==> src/rtl/cf_fft_pkg.sv <==
// Shared types and helpers for the FFT phase selector: FSM state encoding and
// the channel-to-phase-code mapping used by the code mux.
package cf_fft_pkg;

  typedef enum logic [0:0] {
    IDLE = 1'b0,
    AUTO = 1'b1
  } state_t;

  // Channel k answers to (base + k*step) mod 2^sel_w; masking wraps the code.
  function automatic int phase_code(input int base, input int step,
                                    input int k, input int sel_w);
    return (base + k * step) & ((1 << sel_w) - 1);
  endfunction

endpackage

==> src/rtl/cf_fft_phase_sel_if.sv <==
// Data/control bundle between the stage address generator, the phase
// selector and the butterfly operand registers.
interface cf_fft_phase_sel_if #(
  parameter int DW    = 1,
  parameter int N_CH  = 3,
  parameter int SEL_W = 3
);
  logic                 enable_i;
  logic                 start_i;
  logic                 mode_i;
  logic [SEL_W-1:0]     sel_i;
  logic [N_CH*DW-1:0]   data_i;
  logic [DW-1:0]        data_o;
  logic [SEL_W-1:0]     sel_o;
  logic                 valid_o;
  logic                 busy_o;
  logic                 done_o;

  // valid_o marks a fresh data_o/sel_o pair; there is no ready, the consumer
  // must take every valid sample. Outputs (pulses included) freeze while enable_i=0.
  modport master (
    output enable_i, start_i, mode_i, sel_i, data_i,
    input  data_o, sel_o, valid_o, busy_o, done_o
  );

  modport slave (
    input  enable_i, start_i, mode_i, sel_i, data_i,
    output data_o, sel_o, valid_o, busy_o, done_o
  );
endinterface

==> src/rtl/cf_fft_code_mux.sv <==
// Combinational phase-code to channel select; lowest channel index wins on
// aliased codes and unmapped codes return DEFAULT_VAL.
module cf_fft_code_mux
  import cf_fft_pkg::*;
#(
  parameter int             DW          = 1,
  parameter int             N_CH        = 3,
  parameter int             SEL_W       = 3,
  parameter int             CODE_BASE   = 2,
  parameter int             CODE_STEP   = 2,
  parameter logic [DW-1:0]  DEFAULT_VAL = '1
) (
  input  logic [SEL_W-1:0]   i_code,
  input  logic [N_CH*DW-1:0] i_data,
  output logic [DW-1:0]      o_data
);

  // Scanning from the top channel down lets the lowest index overwrite last.
  always_comb begin
    o_data = DEFAULT_VAL;
    for (int k = N_CH - 1; k >= 0; k--) begin
      if (int'(i_code) == phase_code(CODE_BASE, CODE_STEP, k, SEL_W)) begin
        o_data = i_data[k*DW +: DW];
      end
    end
  end

endmodule

==> src/rtl/cf_fft_phase_sel.sv <==
// Registered phase-code selector with external-select and auto-sweep modes;
// FSM, phase counter and output registers live here.
module cf_fft_phase_sel
  import cf_fft_pkg::*;
#(
  parameter int             DW          = 1,
  parameter int             N_CH        = 3,
  parameter int             SEL_W       = 3,
  parameter int             CODE_BASE   = 2,
  parameter int             CODE_STEP   = 2,
  parameter logic [DW-1:0]  DEFAULT_VAL = '1
) (
  input  logic                clock_c,
  input  logic                reset_i,
  cf_fft_phase_sel_if.slave   bus,
  output state_t              o_dbg_state
);

  state_t           r_state;
  state_t           w_next_state;
  logic [SEL_W-1:0] r_cnt;
  logic [SEL_W-1:0] w_next_cnt;
  logic [SEL_W-1:0] w_code;
  logic [DW-1:0]    w_mux_data;
  logic             w_load;
  logic             w_valid;
  logic             w_busy;
  logic             w_done;

  logic [DW-1:0]    r_data;
  logic [SEL_W-1:0] r_sel;
  logic             r_valid;
  logic             r_busy;
  logic             r_done;

  cf_fft_code_mux #(
    .DW          (DW),
    .N_CH        (N_CH),
    .SEL_W       (SEL_W),
    .CODE_BASE   (CODE_BASE),
    .CODE_STEP   (CODE_STEP),
    .DEFAULT_VAL (DEFAULT_VAL)
  ) u_mux (
    .i_code (w_code),
    .i_data (bus.data_i),
    .o_data (w_mux_data)
  );

  always_comb begin
    w_next_state = r_state;
    w_next_cnt   = r_cnt;
    w_code       = r_cnt;
    w_load       = 1'b0;
    w_valid      = 1'b0;
    w_busy       = 1'b0;
    w_done       = 1'b0;
    unique case (r_state)
      IDLE: begin
        if (!bus.mode_i) begin
          w_code  = bus.sel_i;
          w_load  = 1'b1;
          w_valid = 1'b1;
        end else if (bus.start_i) begin
          w_next_state = AUTO;
          w_next_cnt   = '0;
        end
      end
      AUTO: begin
        w_load     = 1'b1;
        w_valid    = 1'b1;
        w_busy     = 1'b1;
        // Natural SEL_W-bit overflow brings the counter back to 0 after the last code.
        w_next_cnt = r_cnt + 1'b1;
        if (r_cnt == '1) begin
          w_done       = 1'b1;
          w_next_state = IDLE;
        end
      end
      default: w_next_state = IDLE;
    endcase
  end

  always_ff @(posedge clock_c or posedge reset_i) begin
    if (reset_i) begin
      r_state <= IDLE;
      r_cnt   <= '0;
      r_data  <= DEFAULT_VAL;
      r_sel   <= '0;
      r_valid <= 1'b0;
      r_busy  <= 1'b0;
      r_done  <= 1'b0;
    end else if (bus.enable_i) begin
      r_state <= w_next_state;
      r_cnt   <= w_next_cnt;
      r_valid <= w_valid;
      r_busy  <= w_busy;
      r_done  <= w_done;
      if (w_load) begin
        r_data <= w_mux_data;
        r_sel  <= w_code;
      end
    end
  end

  // busy_o is registered with the sample so it spans exactly the swept samples.
  assign bus.data_o  = r_data;
  assign bus.sel_o   = r_sel;
  assign bus.valid_o = r_valid;
  assign bus.busy_o  = r_busy;
  assign bus.done_o  = r_done;
  assign o_dbg_state = r_state;

endmodule
==> src/flat_wrapper.sv <==
// flat-port wrapper written by rule: the top's interface ports become plain ports
module cf_fft_phase_sel_flat import cf_fft_pkg::*;
#(
  parameter int             DW          = 1,
  parameter int             N_CH        = 3,
  parameter int             SEL_W       = 3,
  parameter int             CODE_BASE   = 2,
  parameter int             CODE_STEP   = 2,
  parameter logic [DW-1:0]  DEFAULT_VAL = '1
)
  (clock_c, reset_i, o_dbg_state, bus_enable_i, bus_start_i, bus_mode_i, bus_sel_i, bus_data_i, bus_data_o, bus_sel_o, bus_valid_o, bus_busy_o, bus_done_o);
  cf_fft_phase_sel_if #(.DW(DW), .N_CH(N_CH), .SEL_W(SEL_W)) bus_i ();
  input  logic clock_c;
  input  logic reset_i;
  output state_t o_dbg_state;
  input wire logic [$bits(bus_i.enable_i)-1:0] bus_enable_i;
  input wire logic [$bits(bus_i.start_i)-1:0] bus_start_i;
  input wire logic [$bits(bus_i.mode_i)-1:0] bus_mode_i;
  input wire logic [$bits(bus_i.sel_i)-1:0] bus_sel_i;
  input wire logic [$bits(bus_i.data_i)-1:0] bus_data_i;
  output wire logic [$bits(bus_i.data_o)-1:0] bus_data_o;
  output wire logic [$bits(bus_i.sel_o)-1:0] bus_sel_o;
  output wire logic [$bits(bus_i.valid_o)-1:0] bus_valid_o;
  output wire logic [$bits(bus_i.busy_o)-1:0] bus_busy_o;
  output wire logic [$bits(bus_i.done_o)-1:0] bus_done_o;
  assign bus_i.enable_i = bus_enable_i;
  assign bus_i.start_i = bus_start_i;
  assign bus_i.mode_i = bus_mode_i;
  assign bus_i.sel_i = bus_sel_i;
  assign bus_i.data_i = bus_data_i;
  assign bus_data_o = bus_i.data_o;
  assign bus_sel_o = bus_i.sel_o;
  assign bus_valid_o = bus_i.valid_o;
  assign bus_busy_o = bus_i.busy_o;
  assign bus_done_o = bus_i.done_o;
  cf_fft_phase_sel #(.DW(DW), .N_CH(N_CH), .SEL_W(SEL_W), .CODE_BASE(CODE_BASE), .CODE_STEP(CODE_STEP), .DEFAULT_VAL(DEFAULT_VAL)) u_core (.clock_c(clock_c), .reset_i(reset_i), .bus(bus_i), .o_dbg_state(o_dbg_state));
endmodule
==> config.mk <==
export PLATFORM = sky130hd
export DESIGN_NAME = cf_fft_phase_sel_flat
export DESIGN_NICKNAME = d
export VERILOG_FILES = /design/src/rtl/cf_fft_pkg.sv /design/src/rtl/cf_fft_phase_sel_if.sv /design/src/rtl/cf_fft_code_mux.sv /design/src/rtl/cf_fft_phase_sel.sv /design/src/flat_wrapper.sv
export SDC_FILE = /design/constraint.sdc
export NUM_CORES = 1
export LEC_CHECK = 0
export BUFFER_PORTS_ARGS = -buffer_cell sky130_fd_sc_hd__buf_2
export CAP_MARGIN = 30
export CORE_UTILIZATION = 46
export CTS_BUF_LIST = sky130_fd_sc_hd__clkbuf_8
export CTS_CLUSTER_DIAMETER = 80
export CTS_CLUSTER_SIZE = 10
export DETAILED_ROUTE_END_ITERATION = 6
export PLACE_DENSITY = 0.76
export SYNTH_ARGS = -nofsm -noshare
export SYNTH_HDL_FRONTEND = slang
export SYNTH_SLANG_ARGS = --single-unit
==> constraint.sdc <==
create_clock -name clock_c -period 1.2 [get_ports clock_c]
set_input_delay 0.3 -clock clock_c [delete_from_list [all_inputs] [get_ports clock_c]]
set_output_delay 0.3 -clock clock_c [all_outputs]
set_load 0.02 [all_outputs]
==> flow_summary.ini <==
[cts]
clkSlewWorstSetupHoldPaths_ps = 50
cts_tree = done
clk_latency_ps = 230
htree_num_levels = 1
clockBufferDepth = 2
root_buffer = clkbuf_8
cts_sinks = 11
hold_buffers = 0
cts_buffers = 3

[detailed_routing]
drt-total-wl_um = 1480
drc = 0
drtPass1Iterations = 4
drt_iter0_markers = 12
wire_per_inst_um = 14.8
route.vias.total = 566
routed_via_density = 5.66
ant_nets = 0

[synth]
syn_inst = 56
synth.net_count = 69
ys_ff_latch = 11
yosys-top-cells-area = dfrtp_1 (41%), a22o_1 (5.8%), dfstp_2 (4.3%)
yosysUniqueCellTypes = 27
dominantRegCellSynth = dfrtp_1
synth_top_cell_area_share_pct = 41.2
seq_area_frac_synth_pct = 45.5
async_reset_ff_share_pct = 100
avgSynthCellArea_um2 = 10.9
yosysWarnings = 0
synth.largest_area_cell = dfrtp_1
netlist_area_um2 = 608
synth_edf_count = 0

[layout]
seqCellArea_um2 = 278
num_antenna_cells = 0
drive_above_1_share_pct = 47.7
area_growth_pct = 36.0
num-nets-final = 100
multi_input_area_um2 = 289
fillerInstances = 91
final_util_pct = 70.6

[setup_path]
start_kind = flop
rr_startpoint = u_core.o_dbg_state
crit_start = u_core.o_dbg_state
worstPathRequired_ps = 1320
arrival_ps = 1410
end_kind = flop
crit_type = flop to flop
crit_path_max_fanout = 7

[timing]
drv_slew = 0
fin_crit_sh_pct = 108
rsz0062_at_grt = true
fin_skew_ps = 3.59
layout_min_cycle_time_ps = 1290
worstMarginPinSlew_ps = 413
fmax_ghz = 0.774
slew_headroom_pct = 72.4
hold_viol = 0
setup_viol = 4
layout_setup_ws_ps = -92.3

[global_routing]
grt_pass1_wl_um = 2330
grt_pass1_vias = 548
antenna_found_initial = 0
grt_max_degree = 12
grt.total_usage_pct = 23.7
grt_overflow = 0

[placement]
place_hpwl_um = 1070
dp_slack_ps = -107
gp_congestion = 0.799
io_buffers = 18

[status]
status = finished with violations
violations = setup timing

[die]
chipWidth_um = 38.4
num_rows = 12
ioPinCount = 19
initial_core_util_pct = 51.9
core_um2 = 1170
die_y_um = 38.4
dieArea_um2 = 1470

[pwr]
leakagePower_nw = 0.436
powerDensity_nw_per_um2 = 2380
peakVddDrop_mv = 1.11

[run]
cap_violations = 0

[min_path]
min_path_type = input port to async pin
[routing by layer]
layer  track usage [%]  wire length, um
met1              30.1              633
met5                 0                0
met4              12.1               29
met2              38.6              725
met3              3.49               89
[per-stage QoR]
step                      instances  TNS (ps)  power [mW]  instance area, um^2  hold WS, ps
after floorplan                  56      -279        1.23                  609          152
after global placement           94      -212        1.49                  754          312
after detailed placement         94      -259        1.52                  754          313
after CTS                       100      -181        1.97                  825         65.5
after global routing            100      -384        2.09                  827         93.9
final                           100      -184        1.97                  827         45.7
[sequential cells by signal (all words and copies together) (netlist names)]
register and cells:
u_core.bus.busy_o 1, u_core.bus.data_o 1, u_core.bus.done_o 1, u_core.bus.sel_o 3, u_core.bus.valid_o 1, u_core.o_dbg_state 1
u_core.r_cnt 3
[logic make-up after synthesis]
family	Yosys count	synth area share, %
multiplexers	3	6.17
buffers and inverters	9	8.03
AND/OR/NAND/NOR	8	9.05
adder cells (fa/ha/maj)	2	4.11
flip-flops	11	45.5
AO/OA/AOI/OAI	23	27.2
[Yosys cell counts (2+ instances only)]
cell type  instances
buf_6              2
o21ai_0            3
a22o_1             4
inv_1              7
dfrtp_1           10
mux2_2             2
a21oi_1            4
a22oi_1            2
nand2_1            3
ha_1               2
[cells in the final DEF (no fill, tap or decap), drive strengths merged]
| cell | instances |
|---|---|
| a21o | 1 |
| o211ai | 1 |
| nor2b | 1 |
| o311ai | 1 |
| o31ai | 1 |
| a22o | 4 |
| a21boi | 1 |
| nand2 | 3 |
| ha | 2 |
| a22oi | 2 |
| a211o | 1 |
| nor3 | 1 |
| and2 | 1 |
| buf | 28 |
| dfrtp | 10 |
| a221oi | 1 |
| o21ai | 5 |
| a221o | 1 |
| clkbuf | 3 |
| nor2 | 2 |
| a21oi | 4 |
| mux2 | 3 |
| inv | 8 |
| dfstp | 1 |
[worst max-delay path: stages (launching register included)]
cell and delay [ps]:
dfrtp_2 480, nor2_8 130, mux2_4 310, mux2_2 260
[cell type report]
class / instances / share of cell area [%]
clock inverter: 1 / 0.454
tap: 14 / 2.12
sequential: 11 / 33.6
inverter: 7 / 3.18
multi-input combinational: 36 / 34.9
timing repair buffer: 28 / 20.7
clock buffer: 3 / 4.99
[power breakdown]
part / switching, mW / internal, mW
Sequential: 0.145 / 0.534
Clock: 0.134 / 0.224
Combinational: 0.460 / 0.475
Total: 0.739 / 1.23
[final timing paths]
kind,endpoint,slack (ps),cells past startpoint
setup / recovery,u_core.bus.sel_o[1],-90,3
setup reg to reg,u_core.bus.sel_o[1],-90,3
hold reg to reg,u_core.bus.busy_o,470,1
max in group asynchronous,u_core.bus.data_o,830,2
hold / removal,u_core.bus.sel_o[2],50,2
min in group clock_c,u_core.bus.valid_o,320,2
[what timing repair did]
item | CTS | global route
resized for setup | 3 | 1
setup buffers | 2 | 0
endpoints found under the setup margin | 6 | 7
hold endpoints to repair | 0 | 0
pin swaps | 2 | 0
Power figures use the tool's default switching activity.
